<file path="src/rtl/sprite_pkg.sv">
// Shared types and constants for the player missile bank and its slot sub-module.
package sprite_pkg;

  typedef enum logic {IDLE = 1'b0, FLY = 1'b1} slot_state_t;

  localparam int unsigned SCREEN_ROWS = 480;
  localparam int unsigned SCREEN_COLS = 640;
  localparam int unsigned COORD_W     = 12;

  localparam logic [3:0] PIX_ON  = 4'hF;
  localparam logic [3:0] PIX_OFF = 4'h0;

  // Index width that never collapses to zero bits for tiny counts.
  function automatic int unsigned idx_w(input int unsigned n);
    return (n > 1) ? $clog2(n) : 1;
  endfunction

endpackage

</file>
<file path="src/rtl/player_missile_bank_if.sv">
// Pixel, player, fire and hit signals shared between the missile bank and its environment.
interface player_missile_bank_if #(
  parameter int unsigned N_MISSILES = 3
);
  import sprite_pkg::*;

  localparam int unsigned ID_W  = idx_w(N_MISSILES);
  localparam int unsigned CNT_W = idx_w(N_MISSILES + 1);

  logic [COORD_W-1:0]    pixel_row;
  logic [COORD_W-1:0]    pixel_column;
  logic [COORD_W-1:0]    player_col;
  logic                  fire_btn;
  logic                  hit_valid;
  logic [ID_W-1:0]       hit_id;
  logic [N_MISSILES-1:0] missile_active_vec;
  logic [3:0]            missile_output;
  logic                  fire_accepted;
  logic                  fire_dropped;
  logic [CNT_W-1:0]      in_flight;

  modport master (
    output pixel_row, pixel_column, player_col, fire_btn, hit_valid, hit_id,
    input  missile_active_vec, missile_output, fire_accepted, fire_dropped, in_flight
  );

  modport slave (
    input  pixel_row, pixel_column, player_col, fire_btn, hit_valid, hit_id,
    output missile_active_vec, missile_output, fire_accepted, fire_dropped, in_flight
  );

endinterface

</file>
<file path="src/rtl/missile_slot.sv">
// One missile slot: IDLE/FLY state, row/column position and pixel-in-sprite compare.
module missile_slot
  import sprite_pkg::*;
#(
  parameter int unsigned STEP        = 2,
  parameter int unsigned MISSILE_LEN = 3,
  parameter int unsigned LAUNCH_ROW  = 456,
  parameter int unsigned TOP_ROW     = 20
) (
  input  logic               clk,
  input  logic               rst,
  input  logic               launch,
  input  logic               tick,
  input  logic               hit,
  input  logic [COORD_W-1:0] launch_col,
  input  logic [COORD_W-1:0] pixel_row,
  input  logic [COORD_W-1:0] pixel_column,
  output logic               fly,
  output logic               active
);

  slot_state_t        state, state_nx;
  logic [COORD_W-1:0] row, row_nx;
  logic [COORD_W-1:0] col, col_nx;

  always_ff @(posedge clk or negedge rst) begin
    if (!rst) begin
      state <= IDLE;
      row   <= COORD_W'(LAUNCH_ROW);
      col   <= '0;
    end else begin
      state <= state_nx;
      row   <= row_nx;
      col   <= col_nx;
    end
  end

  // A hit outranks the tick move; retiring parks the slot at the launch row.
  always_comb begin
    state_nx = state;
    row_nx   = row;
    col_nx   = col;
    case (state)
      IDLE: begin
        if (launch) begin
          state_nx = FLY;
          row_nx   = COORD_W'(LAUNCH_ROW);
          col_nx   = launch_col;
        end
      end
      FLY: begin
        if (hit || (tick && (row < COORD_W'(TOP_ROW + STEP)))) begin
          state_nx = IDLE;
          row_nx   = COORD_W'(LAUNCH_ROW);
          col_nx   = '0;
        end else if (tick) begin
          row_nx = row - COORD_W'(STEP);
        end
      end
      default: state_nx = IDLE;
    endcase
  end

  assign fly    = (state == FLY);
  assign active = fly && (col == pixel_column) && (pixel_row >= row) &&
                  ({1'b0, pixel_row} < ({1'b0, row} + (COORD_W+1)'(MISSILE_LEN)));

endmodule

</file>
<file path="src/rtl/player_missile_bank.sv">
// Pool of player missiles: fire synchroniser, motion tick, cooldown, slot allocation.
// Optional MISSILE_AUTOFIRE_EN: a held fire button re-fires each time cooldown expires.
module player_missile_bank
  import sprite_pkg::*;
#(
  parameter int unsigned N_MISSILES     = 3,
  parameter int unsigned TICK_CYCLES    = 1000000,
  parameter int unsigned STEP           = 2,
  parameter int unsigned MISSILE_LEN    = 3,
  parameter int unsigned LAUNCH_ROW     = 456,
  parameter int unsigned GUN_OFFSET     = 8,
  parameter int unsigned TOP_ROW        = 20,
  parameter int unsigned COOLDOWN_TICKS = 8
) (
  input logic            clk,
  input logic            rst,
  player_missile_bank_if.slave bus
);

  localparam int unsigned ID_W  = idx_w(N_MISSILES);
  localparam int unsigned CNT_W = idx_w(N_MISSILES + 1);
  localparam int unsigned TCK_W = idx_w(TICK_CYCLES);
  localparam int unsigned CD_W  = idx_w(COOLDOWN_TICKS + 1);

  logic                  sync1, sync2, sync_prev;
  logic [TCK_W-1:0]      tick_cnt;
  logic [CD_W-1:0]       cooldown;
  logic                  fire_accepted, fire_dropped;
  logic [CNT_W-1:0]      in_flight, fly_count;
  logic [N_MISSILES-1:0] fly_vec, active_vec, hit_vec, first_idle, launch_vec;
  logic                  tick, fire_edge, fire_req, idle_any, accept;
  logic [COORD_W-1:0]    launch_col;

  assign tick       = (tick_cnt == TCK_W'(TICK_CYCLES - 1));
  assign fire_edge  = sync2 && !sync_prev;
  assign launch_col = bus.player_col + COORD_W'(GUN_OFFSET);

`ifdef MISSILE_AUTOFIRE_EN
  logic cd_done;

  // Marks the first cycle with cooldown back at zero after a countdown.
  always_ff @(posedge clk or negedge rst) begin
    if (!rst) cd_done <= 1'b0;
    else      cd_done <= tick && (cooldown == CD_W'(1));
  end

  assign fire_req = fire_edge || (sync2 && cd_done);
`else
  assign fire_req = fire_edge;
`endif

  // Lowest-index IDLE slot, chosen from the states at the start of the cycle.
  always_comb begin
    first_idle = '0;
    idle_any   = 1'b0;
    for (int i = 0; i < int'(N_MISSILES); i++) begin
      if (!fly_vec[i] && !idle_any) begin
        first_idle[i] = 1'b1;
        idle_any      = 1'b1;
      end
    end
  end

  assign accept     = fire_req && (cooldown == '0) && idle_any;
  assign launch_vec = accept ? first_idle : '0;

  always_comb begin
    fly_count = '0;
    for (int i = 0; i < int'(N_MISSILES); i++) begin
      fly_count = fly_count + CNT_W'(fly_vec[i]);
    end
  end

  always_ff @(posedge clk or negedge rst) begin
    if (!rst) begin
      sync1         <= 1'b0;
      sync2         <= 1'b0;
      sync_prev     <= 1'b0;
      tick_cnt      <= '0;
      cooldown      <= '0;
      fire_accepted <= 1'b0;
      fire_dropped  <= 1'b0;
      in_flight     <= '0;
    end else begin
      sync1         <= bus.fire_btn;
      sync2         <= sync1;
      sync_prev     <= sync2;
      tick_cnt      <= tick ? '0 : tick_cnt + TCK_W'(1);
      fire_accepted <= accept;
      fire_dropped  <= fire_req && !accept;
      in_flight     <= fly_count;
      if (accept)                       cooldown <= CD_W'(COOLDOWN_TICKS);
      else if (tick && cooldown != '0)  cooldown <= cooldown - CD_W'(1);
    end
  end

  for (genvar g = 0; g < int'(N_MISSILES); g++) begin : g_slot
    assign hit_vec[g] = bus.hit_valid && (bus.hit_id == ID_W'(g));

    missile_slot #(
      .STEP        (STEP),
      .MISSILE_LEN (MISSILE_LEN),
      .LAUNCH_ROW  (LAUNCH_ROW),
      .TOP_ROW     (TOP_ROW)
    ) u_slot (
      .clk          (clk),
      .rst          (rst),
      .launch       (launch_vec[g]),
      .tick         (tick),
      .hit          (hit_vec[g]),
      .launch_col   (launch_col),
      .pixel_row    (bus.pixel_row),
      .pixel_column (bus.pixel_column),
      .fly          (fly_vec[g]),
      .active       (active_vec[g])
    );
  end

  assign bus.missile_active_vec = active_vec;
  assign bus.missile_output     = (|active_vec) ? PIX_ON : PIX_OFF;
  assign bus.fire_accepted      = fire_accepted;
  assign bus.fire_dropped       = fire_dropped;
  assign bus.in_flight          = in_flight;

endmodule

</file>
<file path="src/flat_wrapper.sv">
// flat-port wrapper written by rule: the top's interface ports become plain ports
module player_missile_bank_flat import sprite_pkg::*;
#(
  parameter int unsigned N_MISSILES     = 3,
  parameter int unsigned TICK_CYCLES    = 1000000,
  parameter int unsigned STEP           = 2,
  parameter int unsigned MISSILE_LEN    = 3,
  parameter int unsigned LAUNCH_ROW     = 456,
  parameter int unsigned GUN_OFFSET     = 8,
  parameter int unsigned TOP_ROW        = 20,
  parameter int unsigned COOLDOWN_TICKS = 8
)
  (clk, rst, bus_pixel_row, bus_pixel_column, bus_player_col, bus_fire_btn, bus_hit_valid, bus_hit_id, bus_missile_active_vec, bus_missile_output, bus_fire_accepted, bus_fire_dropped, bus_in_flight);
  player_missile_bank_if #(.N_MISSILES(N_MISSILES)) bus_i ();
  input logic clk;
  input logic rst;
  input wire logic [$bits(bus_i.pixel_row)-1:0] bus_pixel_row;
  input wire logic [$bits(bus_i.pixel_column)-1:0] bus_pixel_column;
  input wire logic [$bits(bus_i.player_col)-1:0] bus_player_col;
  input wire logic [$bits(bus_i.fire_btn)-1:0] bus_fire_btn;
  input wire logic [$bits(bus_i.hit_valid)-1:0] bus_hit_valid;
  input wire logic [$bits(bus_i.hit_id)-1:0] bus_hit_id;
  output wire logic [$bits(bus_i.missile_active_vec)-1:0] bus_missile_active_vec;
  output wire logic [$bits(bus_i.missile_output)-1:0] bus_missile_output;
  output wire logic [$bits(bus_i.fire_accepted)-1:0] bus_fire_accepted;
  output wire logic [$bits(bus_i.fire_dropped)-1:0] bus_fire_dropped;
  output wire logic [$bits(bus_i.in_flight)-1:0] bus_in_flight;
  assign bus_i.pixel_row = bus_pixel_row;
  assign bus_i.pixel_column = bus_pixel_column;
  assign bus_i.player_col = bus_player_col;
  assign bus_i.fire_btn = bus_fire_btn;
  assign bus_i.hit_valid = bus_hit_valid;
  assign bus_i.hit_id = bus_hit_id;
  assign bus_missile_active_vec = bus_i.missile_active_vec;
  assign bus_missile_output = bus_i.missile_output;
  assign bus_fire_accepted = bus_i.fire_accepted;
  assign bus_fire_dropped = bus_i.fire_dropped;
  assign bus_in_flight = bus_i.in_flight;
  player_missile_bank #(.N_MISSILES(N_MISSILES), .TICK_CYCLES(TICK_CYCLES), .STEP(STEP), .MISSILE_LEN(MISSILE_LEN), .LAUNCH_ROW(LAUNCH_ROW), .GUN_OFFSET(GUN_OFFSET), .TOP_ROW(TOP_ROW), .COOLDOWN_TICKS(COOLDOWN_TICKS)) u_core (.clk(clk), .rst(rst), .bus(bus_i));
endmodule
</file>
<file path="config.mk">
export PLATFORM = sky130hd
export DESIGN_NAME = player_missile_bank_flat
export DESIGN_NICKNAME = d
export VERILOG_FILES = /design/src/rtl/sprite_pkg.sv /design/src/rtl/player_missile_bank_if.sv /design/src/rtl/missile_slot.sv /design/src/rtl/player_missile_bank.sv /design/src/flat_wrapper.sv
export SDC_FILE = /design/constraint.sdc
export NUM_CORES = 1
export LEC_CHECK = 0
export ABC_CLOCK_PERIOD_IN_PS = 3650
export CAP_MARGIN = 20
export CORE_UTILIZATION = 48
export DETAILED_ROUTE_END_ITERATION = 7
export GPL_TIMING_DRIVEN = 0
export PLACE_DENSITY = 0.7
export SLEW_MARGIN = 25
export SYNTH_ARGS = -nofsm -noshare
export SYNTH_HDL_FRONTEND = slang
export SYNTH_SLANG_ARGS = --single-unit
export TNS_END_PERCENT = 30
</file>
<file path="constraint.sdc">
create_clock -name clk -period 3.65 [get_ports clk]
set_input_delay 0.73 -clock clk [delete_from_list [all_inputs] [get_ports clk]]
set_output_delay 0.73 -clock clk [all_outputs]
set_load 0.05 [all_outputs]
</file>
After elaboration in Yosys (flattened, before gate mapping)
Cells that the tools add are included.
{"block": "classes", "addsub": 11, "magnitude_cmp": 9, "eq_ne": 15, "mux": 40, "n_bitwise": 3, "reduce_logical": 41}
{"op": "$mux 12", "n": 15}
{"op": "$pmux 12 s2", "n": 6}
{"op": "$add 12x2->13 const B", "n": 3}
{"op": "$lt 12x13->1", "n": 3}
{"op": "$eq 12x12->1", "n": 3}
{"op": "$ge 12x12->1", "n": 3}
{"op": "$lt 12x5->1 const B", "n": 3}
{"op": "$sub 12x2->12 const B", "n": 3}
{"op": "$logic_and 1x1->1", "n": 22}
{"op": "$add 20x1->20 const B", "n": 1}
{"op": "$eq 20x20->1 const B", "n": 1}
{"op": "$mux 20", "n": 1}
{"op": "$add 12x4->12 const B", "n": 1}
{"op": "$mux 4", "n": 3}
{"op": "$ne 2x1->1 const B", "n": 6}
{"op": "$reduce_and 2->1", "n": 6}
{"op": "$mux 1", "n": 11}
{"op": "$ne 3x1->1 const B", "n": 2}
{"op": "$pmux 1 s2", "n": 3}
{"op": "$logic_not 1->1", "n": 5}
{"op": "$logic_not 4->1", "n": 1}
{"op": "$reduce_bool 4->1", "n": 1}
{"op": "$sub 4x1->4 const B", "n": 1}
{"op": "$logic_or 1x1->1", "n": 3}
{"op": "other kinds (10)", "n": 12}
{"block": "totals", "regBits": 106, "inputBits": 42, "output_inout_bits": 11, "elab_cells": 136}

Depth between registers and ports, before layout
{"block": "logic_depth", "depth_word": 10, "mapped_depth": 14, "depth_no_buf": 12}

Hierarchy
Synthesis repeated with hierarchy kept, for this count alone.
{"block": "hier_totals", "cells_unflattened": 765, "area_unflattened_um2": 7352.1}
{"mod": "missile_slot at u_core.g_slot[2].u_slot", "n_inst": 1, "cells_each": 225, "area_per_inst_um2": 2021.9, "seq_area_each_um2": 605.6}
{"mod": "missile_slot at u_core.g_slot[1].u_slot", "n_inst": 1, "cells_each": 192, "area_per_inst_um2": 1861.8, "seq_area_each_um2": 605.6}
{"mod": "missile_slot at u_core.g_slot[0].u_slot", "n_inst": 1, "cells_each": 192, "area_per_inst_um2": 1856.8, "seq_area_each_um2": 605.6}
{"mod": "player_missile_bank", "n_inst": 1, "cells_each": 156, "area_per_inst_um2": 1611.5, "seq_area_each_um2": 775.7}

Worst setup path after synthesis
Ideal clock, no wire load.
{"block": "synth_path", "path_type": "reg-to-output", "startpoint": "register u_core.g_slot[2].u_slot.row[3]", "endpoint": "output bus_missile_output[1]", "arrival_time_ns": 3.302, "setup_slack_ns": -0.382, "stages_incl_launch_ff": 14, "path_buffers": 2, "cell_sequence": "dfstp_2 clkbuf_1 and4_1 and2_1 nand2_1 xnor2_1 ha_1 and4_1 a211oi_1 o21ai_0 a311o_1 a221oi_1 a211o_1 buf_4"}
{"block": "synth_via", "elab_chain_cells": 5, "elab_cells_between_ends": 7, "classes_between": "add/sub (1); order compare (2); mux (1); reduce/logical (3)"}
{"item": "start: declaration", "line_no": "missile_slot.sv:23", "text": "logic [COORD_W-1:0] row, row_nx;"}
{"item": "start signal: assignment", "line_no": "missile_slot.sv:29", "text": "row <= COORD_W'(LAUNCH_ROW);"}
{"item": "start signal: assignment", "line_no": "missile_slot.sv:33", "text": "row <= row_nx;"}
{"item": "$add 12x2->13 / $ge 12x12->1 (equally long branches)", "line_no": "missile_slot.sv:66, missile_slot.sv:65"}
{"item": "$lt 12x13->1 / $logic_and 1x1->1 (equally long branches)", "line_no": "missile_slot.sv:66, missile_slot.sv:65"}
{"item": "$logic_and 1x1->1 *", "line_no": "missile_slot.sv:65", "text": "assign active = fly && (col == pixel_column) && (pixel_row >= row) &&"}
{"item": "net u_core.g_slot[2].u_slot.active", "line_no": "missile_slot.sv:19", "text": "output logic active"}
{"item": "$reduce_or 3->1 *", "line_no": "player_missile_bank.sv:120", "text": "assign bus.missile_output = (|active_vec) ? PIX_ON : PIX_OFF;"}
{"item": "$mux 4 *", "line_no": "player_missile_bank.sv:120"}
{"item": "end: declaration", "line_no": "flat_wrapper.sv:24", "text": "output wire logic [$bits(bus_i.missile_output)-1:0] bus_missile_output;"}
The timed path passes the listed nets; every way through them passes the cells marked *.

Worst setup path in the final report
{"block": "layout_path", "startpoint": "input bus_pixel_row[2]", "endpoint": "output bus_missile_output[2]"}
{"block": "layout_via", "elab_chain_cells": 5, "elab_cells_between_ends": 14, "classes_between": "order compare (6); mux (1); reduce/logical (7)"}
{"item": "start: declaration", "line_no": "flat_wrapper.sv:17", "text": "input wire logic [$bits(bus_i.pixel_row)-1:0] bus_pixel_row;"}
{"item": "$ge 12x12->1", "line_no": "missile_slot.sv:65"}
{"item": "$logic_and 1x1->1 (2 in series)", "line_no": "missile_slot.sv:65"}
{"item": "$reduce_or 3->1 *", "line_no": "player_missile_bank.sv:120"}
{"item": "$mux 4 *", "line_no": "player_missile_bank.sv:120"}
Every way passes the cells marked *; elsewhere a longest branch is shown, timed or not.

==> impl_metrics.csv <==
group,metric,value,unit
critical_path,cp_common_cell,"buf_8",
place,gp_congestion,0.875,
route,routed.top_layer,"met4",
floorplanning,die_x,125,µm
timing,finalCritPeriodShare,1.17,
critical_path,r2r_start,"u_core.tick_cnt[13]",
yosys,async_flop_share,1.00,
grt,grt_use_total,0.258,
timing,worst_pin_slew,0.798,ns
clocking,clkLatencyLatePin,0.36,ns
clocking,cts_sinks,103,
run_status,status,"finished with violations",
finish,final_util,0.591,
place,port_buffers,52,
floorplanning,num_io_pins,53,
critical_path,cpMaxStageDelayCell,"clkdlybuf4s50_1",
yosys,synth_area,0.00730,mm²
critical_path,r2r_cells,7,
critical_path,cp_data_arrival_time,3.52,ns
yosys,synth_ff_type,"dfrtp_1",
timing,rsz0062_at_grt,"true",
pwr,p_leak,0.00376,µW
critical_path,crit_chain,"clkdlybuf4s50_1 > ha_1 > o21a_1 > o21ai_0 > a21oi_1 > o311ai_0 > a32oi_2 > a211o_4 > buf_8 > buf_8",
critical_path,cp_max_fo,6,
timing,slew_viol_final,0,
grt,grt_pass1_vias,6264,
yosys,seq_area_frac_synth,0.355,
route,first_pass_iters,8,
finish,drive_gt1_frac,0.154,
pwr,ir_worst_vdd,0.000340,V
yosys,yosys_warnings,0,
yosys,synth_edf_count,0,
finish,n_antenna_cell,0,
timing,fmax,235,MHz
timing,slew-limit-headroom,0.462,
yosys,syn_area_per_cell,9.62,µm²
critical_path,critPathMaxStageDelay,0.71,ns
finish,layout_commonest_cell,"dfrtp_1",
yosys,ys_ff_latch,103,
critical_path,critPathKind,"input pin to output pin",
route,vias,6121,
clocking,holdBufCountCts,0,
yosys,synthCells,759,
yosys,synth.distinct_cells,73,
floorplanning,coreArea,0.0147,mm²
timing,setup_ws,-0.603,ns
clocking,clockBufferDepth,2,
route,wl_per_cell,19.0,µm
route,drtIter0Drc,489,
timing,setup_viol,7,
route,dr_wl_met2,9570,µm
critical_path,critPathLaunchType,"input pin",
clocking,cts_buffers,9,
timing,post-route-min-period,4.25,ns
critical_path,r2r_slack,1.12,ns
yosys,synth_top_cell_area_share,0.312,
grt,grt_max_degree,55,
yosys,synthTopCellsByArea,"dfrtp_1 31%, ha_1 13%, xnor2_1 7.8%, dfstp_2 4.3%, xor2_1 3.6%",
place,dp.final_hpwl,14800,µm
timing,hold_violations,0,
route,drt-met1-wl,8680,µm
run_status,violations,"DRC, setup timing",
finish,fin_nets,951,
pwr,power_density,382,mW/mm²
floorplanning,dieArea,0.0157,mm²
route,final_antenna_net_count,0,
yosys,synth_largest_area_cell,"dfrtp_1",
place,place_area,0.00812,mm²
route,routed_wl,19400,µm
finish,design_area,0.00868,mm²
clocking,cts.clk_slew.worst_paths,0.07,ns
grt,antenna_found_initial,0,
worst_hold_path,hold_class,"input pin to asynchronous set/reset pin",
critical_path,r2r-end,"u_core.g_slot[1].u_slot.row[11]",
critical_path,required,2.92,ns
yosys,syn_nets,877,
grt,grt_overflow_total,0,
grt,grt_pass1_wl,32000,µm
clocking,cts_root_buffer,"clkbuf_16",
timing,clock_skew,0.0107,ns
critical_path,end_kind,"output pin",
timing,hold_ws,0.310,ns
route,drc,2,
clocking,cts_max_level,3,
floorplanning,die_y,125,µm
route,vias_per_cell,5.99,
floorplanning,rows,44,
finish,most-common-layout-cells,"89 x dfrtp_1, 75 x ha_1, 63 x xnor2_1",
route,dr_wl_met3,845,µm
finish,area_delta_synth_final,18.9,%
clocking,cts_tree,"built",
job,drv_cap,0,
floorplanning,initial_core_util,0.497,
## metrics by stage
stage | worst slack, ns | power [µW] | setup TNS (ns) | std cells
2_1_floorplan | 0.0272 | 1930 | 0 | 759
3_3_place_gp | -2.08 | 2210 | -205.40 | 995
3_5_place_dp | -1.16 | 2250 | -7.31 | 996
4_1_cts | -0.474 | 3320 | -2.92 | 1014
5_1_grt | -0.583 | 3480 | -3.52 | 1022
6_report | -0.603 | 3320 | -3.33 | 1022
## worst max path at each step
stage                                         startpoint                        endpoint  slack [ns]  depth (start not counted)
after detailed placement                bus_pixel_row[7]           bus_missile_output[2]       -1.16                         10
after floorplan           u_core.g_slot[2].u_slot.row[3]           bus_missile_output[1]        0.03                         13
after global placement                               rst  u_core.g_slot[1].u_slot.col[1]       -2.08                          1
after global routing                    bus_pixel_row[2]           bus_missile_output[2]       -0.58                         10
final                                   bus_pixel_row[2]           bus_missile_output[2]       -0.60                         10
after CTS                 u_core.g_slot[2].u_slot.row[3]           bus_missile_output[2]       -0.47                         13
## final cells by class
type                    instances  area (µm²)
fillers                      1234        6010
multi-input cells             586        4520
flip-flops and latches        103        2590
repair buffers                 65         666
well taps                     184         230
clock buffers                   9         225
plain buffers                  22         176
inverters                      46         175
clock inverters                 7        95.1
## where the power goes
| group | total, µW | switching, µW | internal, µW |
|---|---|---|---|
| Combinational | 907 | 531 | 376 |
| Sequential | 1360 | 109 | 1250 |
| Clock | 1050 | 488 | 558 |
## cell usage after synthesis (7+ instances only)
library cell  number
and2_1             7
o31ai_1            8
nand4_1           25
a22o_1            12
or3_1             11
xnor2_1           65
nor2_1            29
inv_1             46
ha_1              75
xor2_1            30
o21ai_0           42
nand2_1           62
nand3_1           38
and3_1            13
nor4_1            16
a21oi_1           32
dfrtp_1           91
buf_4              8
a21o_1            14
nor3_1             8
o2bb2ai_2          7
dfstp_2           12
## repair_timing
action / in CTS / in global routing
gates cloned: 0 / 0
resized for setup: 77 / 16
pin swaps: 13 / 17
endpoints found under the setup margin: 7 / 7
hold endpoints to repair: 0 / 0
setup buffers: 3 / 9
## routing by layer
metal,up-vias,global-route usage
li1,2905,-
met1,3020,0.339
met2,165,0.439
met3,31,0.0385
met4,0,0.0818
met5,-,0
## sequential cells by signal, indices dropped and copies added, names as in the netlist
register	cells
u_core.bus.fire_accepted	1
u_core.bus.fire_dropped	1
u_core.bus.in_flight	2
u_core.cooldown	4
u_core.g_slot.u_slot.col	36
u_core.g_slot.u_slot.fly	3
u_core.g_slot.u_slot.row	33
u_core.sync1	1
u_core.sync2	1
u_core.sync_prev	1
u_core.tick_cnt	20
## critical path: cells and delay by family
family | cells | cell delay [ns]
AO/OA/AOI/OAI | 6 | 1.51
buffers and inverters | 3 | 0.98
adder cells (fa/ha/maj) | 1 | 0.30
## logic make-up (layout without fill, tap and decap cells)
family | Yosys count | in the layout | share of synthesized area
XOR/XNOR | 95 | 95 | 0.114
adder cells (fa/ha/maj) | 76 | 76 | 0.131
buffers and inverters | 70 | 149 | 0.0463
AO/OA/AOI/OAI | 165 | 165 | 0.162
multiplexers | 1 | 1 | 0.00154
AND/OR/NAND/NOR | 249 | 249 | 0.190
flip-flops | 103 | 103 | 0.355
Power figures use the tool's default switching activity.
